<file path="config.mk">
export PLATFORM = sky130hd
export DESIGN_NAME = alu_arbiter
export DESIGN_NICKNAME = d
export VERILOG_FILES = /design/src/rtl/alu_arbiter.sv
export SDC_FILE = /design/constraint.sdc
export NUM_CORES = 1
export LEC_CHECK = 0
export CAP_MARGIN = 20
export CORE_AREA = 2 2 121 123
export CTS_CLUSTER_DIAMETER = 80
export DETAILED_ROUTE_END_ITERATION = 10
export DIE_AREA = 0 0 123 125
export GPL_TIMING_DRIVEN = 0
export PLACE_DENSITY = 0.71
export SLEW_MARGIN = 20
export SYNTH_ARGS = -nofsm -noshare
export SYNTH_HDL_FRONTEND = slang
export SYNTH_SLANG_ARGS = --single-unit
</file>
<file path="constraint.sdc">
create_clock -name clk -period 2.2 [get_ports clk]
set_input_delay 0.44 -clock clk [delete_from_list [all_inputs] [get_ports clk]]
set_output_delay 0.44 -clock clk [all_outputs]
set_load 0.02 [all_outputs]
</file>
<file path="src/rtl/alu_arbiter.sv">
// Two-requester round-robin front end for a shared combinational ALU.
// Each requester owns a one-deep response register; results are captured one cycle after accept.
module alu_arbiter #(
    parameter int DW  = 32,
    parameter int OPW = 4
) (
    input  logic           clk,
    input  logic           rst_n,
    input  logic           req0_valid,
    input  logic [OPW-1:0] req0_op,
    input  logic [DW-1:0]  req0_a,
    input  logic [DW-1:0]  req0_b,
    output logic           req0_ready,
    input  logic           req1_valid,
    input  logic [OPW-1:0] req1_op,
    input  logic [DW-1:0]  req1_a,
    input  logic [DW-1:0]  req1_b,
    output logic           req1_ready,
    output logic           rsp0_valid,
    output logic [DW-1:0]  rsp0_res,
    output logic           rsp0_zero,
    input  logic           rsp0_ready,
    output logic           rsp1_valid,
    output logic [DW-1:0]  rsp1_res,
    output logic           rsp1_zero,
    input  logic           rsp1_ready,
    output logic [OPW-1:0] alu_op,
    output logic [DW-1:0]  alu_in1,
    output logic [DW-1:0]  alu_in2,
    input  logic [DW-1:0]  alu_res,
    input  logic           alu_zero,
    output logic           busy
);

    logic          rsp0_valid_q, rsp0_valid_d;
    logic          rsp1_valid_q, rsp1_valid_d;
    logic [DW-1:0] rsp0_res_q, rsp0_res_d;
    logic [DW-1:0] rsp1_res_q, rsp1_res_d;
    logic          rsp0_zero_q, rsp0_zero_d;
    logic          rsp1_zero_q, rsp1_zero_d;
    logic          rr_q, rr_d;
    logic          elig0, elig1, grant0, grant1;

    always_comb begin
        // A slot that is draining this cycle can accept a new result at the same edge.
        elig0  = req0_valid & (~rsp0_valid_q | rsp0_ready);
        elig1  = req1_valid & (~rsp1_valid_q | rsp1_ready);
        grant0 = rst_n & elig0 & (~elig1 | ~rr_q);
        grant1 = rst_n & elig1 & (~elig0 | rr_q);

        alu_op  = '0;
        alu_in1 = '0;
        alu_in2 = '0;
        if (grant0) begin
            alu_op  = req0_op;
            alu_in1 = req0_a;
            alu_in2 = req0_b;
        end else if (grant1) begin
            alu_op  = req1_op;
            alu_in1 = req1_a;
            alu_in2 = req1_b;
        end

        rsp0_valid_d = rsp0_valid_q;
        rsp0_res_d   = rsp0_res_q;
        rsp0_zero_d  = rsp0_zero_q;
        if (grant0) begin
            rsp0_valid_d = 1'b1;
            rsp0_res_d   = alu_res;
            rsp0_zero_d  = alu_zero;
        end else if (rsp0_ready) begin
            rsp0_valid_d = 1'b0;
        end

        rsp1_valid_d = rsp1_valid_q;
        rsp1_res_d   = rsp1_res_q;
        rsp1_zero_d  = rsp1_zero_q;
        if (grant1) begin
            rsp1_valid_d = 1'b1;
            rsp1_res_d   = alu_res;
            rsp1_zero_d  = alu_zero;
        end else if (rsp1_ready) begin
            rsp1_valid_d = 1'b0;
        end

        rr_d = rr_q;
        if (grant0) begin
            rr_d = 1'b1;
        end else if (grant1) begin
            rr_d = 1'b0;
        end
    end

    always_ff @(posedge clk or negedge rst_n) begin
        if (!rst_n) begin
            rsp0_valid_q <= 1'b0;
            rsp1_valid_q <= 1'b0;
            rsp0_res_q   <= '0;
            rsp1_res_q   <= '0;
            rsp0_zero_q  <= 1'b0;
            rsp1_zero_q  <= 1'b0;
            rr_q         <= 1'b0;
        end else begin
            rsp0_valid_q <= rsp0_valid_d;
            rsp1_valid_q <= rsp1_valid_d;
            rsp0_res_q   <= rsp0_res_d;
            rsp1_res_q   <= rsp1_res_d;
            rsp0_zero_q  <= rsp0_zero_d;
            rsp1_zero_q  <= rsp1_zero_d;
            rr_q         <= rr_d;
        end
    end

    assign req0_ready = grant0;
    assign req1_ready = grant1;
    assign rsp0_valid = rsp0_valid_q;
    assign rsp1_valid = rsp1_valid_q;
    assign rsp0_res   = rsp0_res_q;
    assign rsp1_res   = rsp1_res_q;
    assign rsp0_zero  = rsp0_zero_q;
    assign rsp1_zero  = rsp1_zero_q;
    assign busy       = rsp0_valid_q | rsp1_valid_q;

endmodule

</file>
==> out/results.ini <==
[run_status]
status = finished, violations left
violations = negative setup slack

[cells_and_area]
drive_gt1_share_pct = 30.2
post-route-util_pct = 59.7
final_net_count = 919
syn2layout_area_growth_pct = 120
fillerInstances = 1193

[synth]
synth_edf_count = 0
synthFlopType = dfrtp_1
ys_ff_latch = 69
postSynthCellCount = 394
synth_fp_nets = 569
ys_types = 20
yosysWarnings = 0
synth_area_per_cell_um2 = 9.77
syn_area_um2 = 3850
seq_area_frac_synth_pct = 44.9
yosys-top-cells-area = dfrtp_1 45%, nand2_1 13%, mux2_1 11%, o22ai_1 11%, mux2_4 11%
synth_top_area_share_pct = 44.9
async_flop_share_pct = 100
synth_top_area_cell = dfrtp_1

[placement]
gp_congestion = 0.931
dp_slack_ns = -1.25
hpwl_um = 12900
numPortBuffers = 313

[worst_setup_path]
crit_path_top_delay_cell = and2b_4
cp-start-kind = input pin
cp.arrival_ns = 1.79
crit_buf_inv = 4
worst-endpoint-required_ns = 1.76
critPathMaxStageDelay_ns = 0.28
critPathMaxFanout = 6
crit_family = buffers and inverters
setup.worst_path.class = in -> out
crit_path_end_kind = primary output
worstPathCellList = dlygate4sd2_1, and2b_4, o211ai_4, buf_8, clkbuf_16, o22ai_2, buf_6

[sta]
setup_violations = 32
clock_skew_ns = 0.00353
final_hold_viol_count = 0
rsz0062_at_grt = true
fin_tns_setup_ns = -0.356
layout_min_cycle_time_ns = 2.23
slew_viol_final = 0
layout_setup_ws_ns = -0.0294
fmax_mhz = 449
slew_headroom_pct = 67.5
hold_ws_ns = 0.0356
tightest_slew_ns = 0.487
fin_crit_sh_pct = 101

[clock_tree]
cts_inserted_buffers = 9
root_buffer = clkbuf_16
clk_pin_slew_worst_paths_ns = 0.06
cts_tree = done
clkLatencyLatePin_ns = 0.32
cts_max_level = 3
clock-sinks = 69
cts_buffer_depth = 2

[floorplan]
floorplan.initialDensity_pct = 27.1
die_y_um = 125
num_rows = 44
dieWidth_um = 123
fp.coreArea_um2 = 14200
io_pins = 314
fp.dieArea_um2 = 15400

[global_routing]
grt_pass1_vias = 4664
grt_max_degree = 26
gr-total-overflow = 0
grt_pass1_wl_um = 26000
antenna_found_initial = 1
grt_usage_pct = 21.8

[power_and_ir_drop]
leakage_nw = 3.60
ir_drop_mv = 0.653
power_mw = 6.39
p_per_area_nw_per_um2 = 754

[route]
drt_pass1_iterations = 4
antenna_left = 0
routed_wl_um = 18000
wl_per_cell_um = 19.3
num_vias = 4494
drt_iter0_markers = 238
drc = 0
vias_per_cell = 4.81

[job]
max-cap-violations = 0

[min_path]
min_path_type = in -> async

## kinds of logic (layout without fill, tap and decap cells)
logic type	count (synthesis)	in the layout	synth area share (%)
AND/OR/NAND/NOR	148	148	15.1
buffers and inverters	37	392	5.17
flip-flops	69	69	44.9
AO/OA/AOI/OAI	74	74	12.8
multiplexers	66	66	22.0
other	0	1	0
## stage by stage
step | cells | instance area [µm²]
floorplan | 394 | 3850
global placement | 891 | 7210
detailed placement | 892 | 7240
CTS | 927 | 7960
global route | 934 | 8470
finish | 934 | 8470
## cell type report
cell class,instances,area (µm²),share of cell area [%]
Antenna cell,1,2.50,0.0295
Buffer,33,384,4.53
Clock buffer,11,233,2.75
Clock inverter,5,27.5,0.325
Inverter,1,3.75,0.0443
Multi-Input combinational cell,288,2420,28.6
Sequential cell,69,1730,20.4
Tap cell,184,230,2.72
Timing Repair Buffer,342,3440,40.6
## Yosys cell counts, types with 2 or more instances
| cell type | number |
|---|---|
| nand2_1 | 138 |
| dfrtp_1 | 69 |
| o22ai_1 | 68 |
| mux2_1 | 38 |
| mux2_4 | 28 |
| clkbuf_1 | 23 |
| buf_6 | 7 |
| buf_2 | 6 |
| nand2b_1 | 3 |
| a21oi_1 | 2 |
| and2_1 | 2 |
| o211ai_2 | 2 |
## final timing paths
check | startpoint | to | cells after the start | slack, ns
max | rsp1_ready | alu_op[1] | 7 | -0.03
min | rst_n | rsp1_res[3] | 2 | 0.04
max reg2reg | rsp1_valid | rsp0_res[27] | 6 | 0.49
min reg2reg | rsp0_res[29] | rsp0_res[29] | 1 | 0.49
max in group asynchronous | rst_n | rsp1_res[26] | 2 | 1.67
min in group clk | rsp0_res[29] | rsp0_res[29] | 1 | 0.49
## metal layers
| metal | wire, µm | GRT usage, % | share of wire (%) | up-vias |
|---|---|---|---|---|
| met2 | 9440 | 38.9 | 53 | 170 |
| met1 | 7240 | 27.3 | 40 | 2225 |
| li1 | - | - | - | 2081 |
| met4 | 250 | 4.68 | 1.4 | 0 |
| met3 | 1050 | 3.92 | 5.8 | 18 |
| met5 | 0 | 0 | 0 | - |
## sequential cells by signal, indices dropped and copies added (netlist names)
| signal | count |
|---|---|
| rr_q | 1 |
| rsp0_zero | 1 |
| rsp1_zero | 1 |
| rsp1_res | 32 |
| rsp1_valid | 1 |
| rsp0_res | 32 |
| rsp0_valid | 1 |
## cell usage in the layout (no fill, tap or decap), types with 9 or more instances in the layout
cell and n:
buf_2 20, buf_4 23, buf_6 51, buf_8 9, clkbuf_16 14, clkbuf_2 10, clkdlybuf4s50_1 238, dfrtp_1 69
mux2_1 38, mux2_4 28, nand2_1 137, o22ai_1 27, o22ai_2 15, o22ai_4 26
## power breakdown
group / total [mW] / leakage (nW) / switching, mW / internal [mW]
combinational: 3.28 / 2.66 / 1.52 / 1.76
sequential: 1.83 / 0.811 / 0.205 / 1.63
clock: 1.27 / 0.129 / 0.518 / 0.755
## timing repair
item / in CTS / in global routing
endpoints found under the setup margin: 70 / 70
hold buffers: 1 / 0
setup buffers: 12 / 6
gates resized for setup: 424 / 103
pin swaps: 5 / 26
gates cloned: 7 / 2
hold endpoints to repair: 22 / 0
No activity file was read; power rests on OpenSTA's default activity.
